**config.mk**
```make
export PLATFORM = sky130hd
export DESIGN_NAME = priority_dec_20
export DESIGN_NICKNAME = d
export VERILOG_FILES = /design/src/rtl/priority_dec_20.sv
export SDC_FILE = /design/constraint.sdc
export NUM_CORES = 1
export LEC_CHECK = 0
export CORE_MARGIN = 5
export CORE_UTILIZATION = 40
export DETAILED_ROUTE_END_ITERATION = 8
export HOLD_SLACK_MARGIN = 0.06
export SKIP_LAST_GASP = 1
export SLEW_MARGIN = 40
export SYNTH_ARGS = -nofsm -noshare
export SYNTH_HDL_FRONTEND = slang
export SYNTH_SLANG_ARGS = --single-unit
```
**constraint.sdc**
```tcl
create_clock -name clk -period 2.05 [get_ports clk]
set_input_delay 0.41 -clock clk [delete_from_list [all_inputs] [get_ports clk]]
set_output_delay 0.41 -clock clk [all_outputs]
set_load 0.02 [all_outputs]
```
**src/rtl/priority_dec_20.sv**
```systemverilog
// priority_dec_20 -- two-stage pipelined leading-one decoder.
//
// Rebuilds a W-bit unsigned magnitude from a leading-one position code
// (position + 1, 0 = zero value) and the normalized mantissa bits that sit
// below the leading one. Codes above W are illegal: they produce a zero
// result with out_err set and bump a saturating error counter.
//
// Pipeline: S1 captures the beat and its shift amount, S2 captures the
// shifted (and optionally rounded) result. Both stages use valid/ready
// handshakes with full backpressure and no bubble on refill.
//
// Optional feature macro: PRIORITY_DEC_20_ROUND_EN
//   defined   -> discarded bits round to nearest, ties to even (applied in S2)
//   undefined -> discarded bits are truncated, no rounding logic is built
//
// Parameter constraint: 2**CW must exceed W so every legal code is encodable.

module priority_dec_20 #(
    parameter int W  = 20,
    parameter int CW = 5
) (
    input  logic          clk,
    input  logic          rst,
    input  logic          in_valid,
    output logic          in_ready,
    input  logic [CW-1:0] in_code,
    input  logic [W-2:0]  in_mant,
    output logic          out_valid,
    input  logic          out_ready,
    output logic [W-1:0]  out_data,
    output logic          out_err,
    output logic [7:0]    err_cnt
);

    // Largest legal code, expressed at code width for width-clean compares.
    localparam logic [CW-1:0] W_CODE = CW'(W);

    // ------------------------------------------------------------------
    // Handshake signals
    // ------------------------------------------------------------------
    logic in_fire;
    logic s2_load;

    // ------------------------------------------------------------------
    // Stage 1 state: beat payload plus precomputed shift amount
    // ------------------------------------------------------------------
    logic          s1_valid_reg;
    logic [W-2:0]  s1_mant_reg;
    logic          s1_zero_reg;
    logic          s1_illegal_reg;
    logic [CW-1:0] s1_shamt_reg;

    logic          s1_zero_next;
    logic          s1_illegal_next;
    logic [CW-1:0] s1_shamt_next;

    // ------------------------------------------------------------------
    // Stage 2 state: final result, drives the outputs directly
    // ------------------------------------------------------------------
    logic         s2_valid_reg;
    logic [W-1:0] s2_data_reg;
    logic         s2_err_reg;

    logic [W-1:0] s2_data_next;

    // ------------------------------------------------------------------
    // Error counter
    // ------------------------------------------------------------------
    logic [7:0] err_cnt_reg;
    logic [7:0] err_cnt_next;

    // ------------------------------------------------------------------
    // Datapath between S1 and S2
    // ------------------------------------------------------------------
    logic [W-1:0] full_word;
    logic [W-1:0] shifted;
    logic         kill;
    logic         round_up;

    // S2 takes a new beat whenever it is empty or its beat leaves this cycle;
    // S1 may then accept because its contents move on at the same edge.
    always_comb begin
        s2_load  = s1_valid_reg && (!s2_valid_reg || out_ready);
        in_ready = !s1_valid_reg || s2_load;
        in_fire  = in_valid && in_ready;
    end

    // Classify the incoming code and derive the right-shift amount; zero and
    // illegal codes get a zero shift since their result is forced to 0 anyway.
    always_comb begin
        s1_zero_next    = (in_code == '0);
        s1_illegal_next = (in_code > W_CODE);
        s1_shamt_next   = '0;
        if (!s1_zero_next && !s1_illegal_next) begin
            s1_shamt_next = W_CODE - in_code;
        end
    end

    // S1 register: load on accept, drop validity when the beat moves to S2.
    always_ff @(posedge clk) begin
        if (rst) begin
            s1_valid_reg   <= 1'b0;
            s1_mant_reg    <= '0;
            s1_zero_reg    <= 1'b0;
            s1_illegal_reg <= 1'b0;
            s1_shamt_reg   <= '0;
        end else begin
            if (in_fire) begin
                s1_valid_reg   <= 1'b1;
                s1_mant_reg    <= in_mant;
                s1_zero_reg    <= s1_zero_next;
                s1_illegal_reg <= s1_illegal_next;
                s1_shamt_reg   <= s1_shamt_next;
            end else if (s2_load) begin
                s1_valid_reg   <= 1'b0;
            end
        end
    end

    // Rebuild the full word with its implicit leading one and shift it down
    // so that the leading one lands at bit (code - 1).
    always_comb begin
        full_word = {1'b1, s1_mant_reg};
        shifted   = full_word >> s1_shamt_reg;
        kill      = s1_zero_reg || s1_illegal_reg;
    end

`ifdef PRIORITY_DEC_20_ROUND_EN
    // Per-bit selects over the discarded region: the guard bit is the highest
    // discarded bit (index shamt-1), sticky covers everything below it.
    logic [W-1:0] guard_sel;
    logic [W-1:0] sticky_mask;
    logic         guard_bit;
    logic         sticky_bit;

    for (genvar gi = 0; gi < W; gi++) begin : g_round_mask
        assign guard_sel[gi]   = (s1_shamt_reg == CW'(gi + 1));
        assign sticky_mask[gi] = (CW'(gi + 1) < s1_shamt_reg);
    end

    // Round to nearest, ties to even; a zero shift has no discarded bits so
    // code W never rounds, and forced-zero beats never round either.
    always_comb begin
        guard_bit  = |(full_word & guard_sel);
        sticky_bit = |(full_word & sticky_mask);
        round_up   = guard_bit && (sticky_bit || shifted[0]) && !kill;
    end
`else
    // Truncation: the discarded bits are simply dropped.
    always_comb begin
        round_up = 1'b0;
    end
`endif

    // Final result for S2. The increment cannot carry out of W bits: below
    // code W the shifted value is under 2**(W-1).
    always_comb begin
        s2_data_next = '0;
        if (!kill) begin
            s2_data_next = shifted + {{(W-1){1'b0}}, round_up};
        end
    end

    // S2 register: load from S1, otherwise hold until downstream takes it.
    always_ff @(posedge clk) begin
        if (rst) begin
            s2_valid_reg <= 1'b0;
            s2_data_reg  <= '0;
            s2_err_reg   <= 1'b0;
        end else begin
            if (s2_load) begin
                s2_valid_reg <= 1'b1;
                s2_data_reg  <= s2_data_next;
                s2_err_reg   <= s1_illegal_reg;
            end else if (out_ready) begin
                s2_valid_reg <= 1'b0;
            end
        end
    end

    // Count illegal codes as they are accepted, sticking at the top value.
    always_comb begin
        err_cnt_next = err_cnt_reg;
        if (in_fire && s1_illegal_next && (err_cnt_reg != 8'hFF)) begin
            err_cnt_next = err_cnt_reg + 8'd1;
        end
    end

    // Error counter register.
    always_ff @(posedge clk) begin
        if (rst) begin
            err_cnt_reg <= '0;
        end else begin
            err_cnt_reg <= err_cnt_next;
        end
    end

    // Outputs come straight from registers.
    always_comb begin
        out_valid = s2_valid_reg;
        out_data  = s2_data_reg;
        out_err   = s2_err_reg;
        err_cnt   = err_cnt_reg;
    end

endmodule

```
==> qor.yml <==
clk_latency_ns: 0.34
cts_hold_buffers: 0
clock_tree.buffer_depth: 2
use_met1: 0.249
fin_crit_ns: 1.85
die_h_um: 100
numCtsBuffers: 9
arrival_ns: 2.08
antenna_left: 0
tightest_slew_ns: 0.517
status: "complete, no violations"
busiest_layer: "met2"
viasPerCell: 5.28
drv_slew: 0
final_nets: 486
grt_use_met2: 0.270
rsz0062_at_grt: "no"
avgSynthCellArea_um2: 8.51
die-area_mm2: 0.0101
critPathLaunchType: "flop"
reg2reg_setup_slack_ns: 0.20
remaining_drc_errors: 0
hp-start: "out_data[10]"
place_congestion: 0.847
ioPinCount: 59
grt_overflow: 0
routed_wl_um: 8420
async_flop_share: 0
crit_start: "s1_shamt_reg[1]"
worstHoldEndpoint: "out_data[10]"
synth_top_area_frac: 0.349
coreArea_mm2: 0.00809
use_met3: 0.0313
grt_use_total: 0.176
root_buffer: "clkbuf_8"
leakage_nw: 1.57
ys_warn_count: 0
synth_edf_count: 0
final_area_mm2: 0.00428
synthFlopType: "dfxtp_1"
synth.distinct_cells: 48
synth_cells: 384
yosysMostFrequentCell: "nand2_1"
grt_pass1_wl_um: 14200
fp-row-count: 33
netlist_top_cells_count: "nand2_1, dfxtp_1, a21oi_1, nor2_1, mux2i_1"
hold_path_depth: 2
first_iter_violations: 157
largest_register_ffs: 20
period_share: 0.905
ys_seq_area_frac: 0.349
setup_violations: 0
vias: 2986
firstDrtPassIters: 4
clock.fmax_mhz: 539
postPlaceCellArea_mm2: 0.00407
synth.ff_latch_count: 57
antenna_found_initial: 0
grt_pass1_vias: 2932
io_buffers: 58
num_antenna_cells: 0
finalClockSkew_ns: 0.00801
worstRegToRegCells: 6
clock-sinks: 57
syn_nets: 414
finalHoldViolCount: 0
timing.final.ws_setup_ns: 0.196
synth.largest_area_cell: "dfxtp_1"
routedWlPerCell_um: 14.9
power_density_mw_per_mm2: 674
endpoint_kind: "flop"
worst_slew_margin_rel: 0.655
hp-class: "reg -> reg"
crit-reg2reg-launch: "s1_shamt_reg[1]"
dpl.hpwl_um: 6390
cts_setup_buffers: 0
irDropWorstVdd_mv: 0.416
final_util: 0.529
pre_cts_slack_ns: -0.0685
regToRegEndpoint: "out_data[6]"
worst_ep_required_time_ns: 2.28
synth_area_mm2: 0.00327
whs_ns: 0.435
cts_tree: "done"
area_delta_synth_final_pct: 31.1
synth.area.top_cells: "dfxtp_1, nand2_1, mux4_2"
grt_max_degree: 26
h-tree-depth: 3
clk_pin_slew_ns: 0.06
worstSetupPathType: "reg -> reg"
drv_cap: 0
initial_core_util: 0.404
crit_fanout: 15
die_width_um: 100
drive_above_1_share: 0.154
how the worst max path moves through the flow:
stage	end	depth (start not counted)
after floorplan	out_data[0]	5
after global placement	in_ready	3
after detailed placement	in_ready	3
after CTS	out_data[6]	6
after global routing	out_data[0]	4
final	out_data[6]	6
stage by stage:
stage,power [mW],std cells,setup TNS [ns]
after floorplan,1.56,384,0
after global placement,1.77,550,-0.0634
after detailed placement,1.77,550,-0.104
after CTS,2.92,565,0
after global routing,3.02,565,0
final,2.89,565,0
worst max-delay path: stages (launching register included):
cell       delay (ns)
dfxtp_4          0.47
buf_4            0.20
mux2_2           0.36
mux2_2           0.26
o2111ai_1        0.17
o21ai_1          0.11
a22o_1           0.18
metal layers:
| metal | wire [um] | up-vias |
|---|---|---|
| met1 | 4040 | 1380 |
| met4 | 93 | 0 |
| met5 | 0 | - |
| li1 | - | 1530 |
| met3 | 401 | 8 |
| met2 | 3890 | 68 |
cell type report:
class / count / area (um2)
multi-input combinational: 288 / 1940
timing repair buffer: 91 / 827
tap: 105 / 131
fill: 797 / 3810
clock inverter: 3 / 65.1
sequential: 57 / 1150
clock buffer: 12 / 145
inverter: 9 / 33.8
logic make-up after synthesis:
family	Yosys count	share of synthesized area
XOR/XNOR	8	0.0214
flip-flops	57	0.349
buffers and inverters	39	0.0582
adder cells (fa/ha/maj)	2	0.00766
AO/OA/AOI/OAI	93	0.184
multiplexers	43	0.185
AND/OR/NAND/NOR	142	0.195
cells in the final DEF (no fill, tap or decap), types with 3 or more instances in the layout:
cell type	n
nand2_1	72
clkdlybuf4s50_1	57
dfxtp_1	55
a21oi_1	37
buf_4	33
nor2_1	26
mux2i_1	19
mux2_2	12
a22oi_1	11
mux4_2	10
nand3_1	10
clkbuf_8	10
inv_1	9
nor2b_1	8
nor3_1	7
o21ai_0	7
a211oi_1	7
xnor2_1	6
o211ai_1	5
a31oi_1	5
nand2b_1	4
a22o_1	4
nor4_1	3
or3_1	3
where the power goes:
part	internal [mW]	switching [mW]
Sequential	1.16	0.0647
Combinational	0.269	0.254
Clock	0.710	0.437
Total	2.13	0.756
what timing repair did:
| action | CTS | global route |
|---|---|---|
| endpoints found under the setup margin | 1 | 4 |
| hold endpoints to repair | 0 | 0 |
| resized for setup | 1 | 2 |
Power figures use the tool's default switching activity.
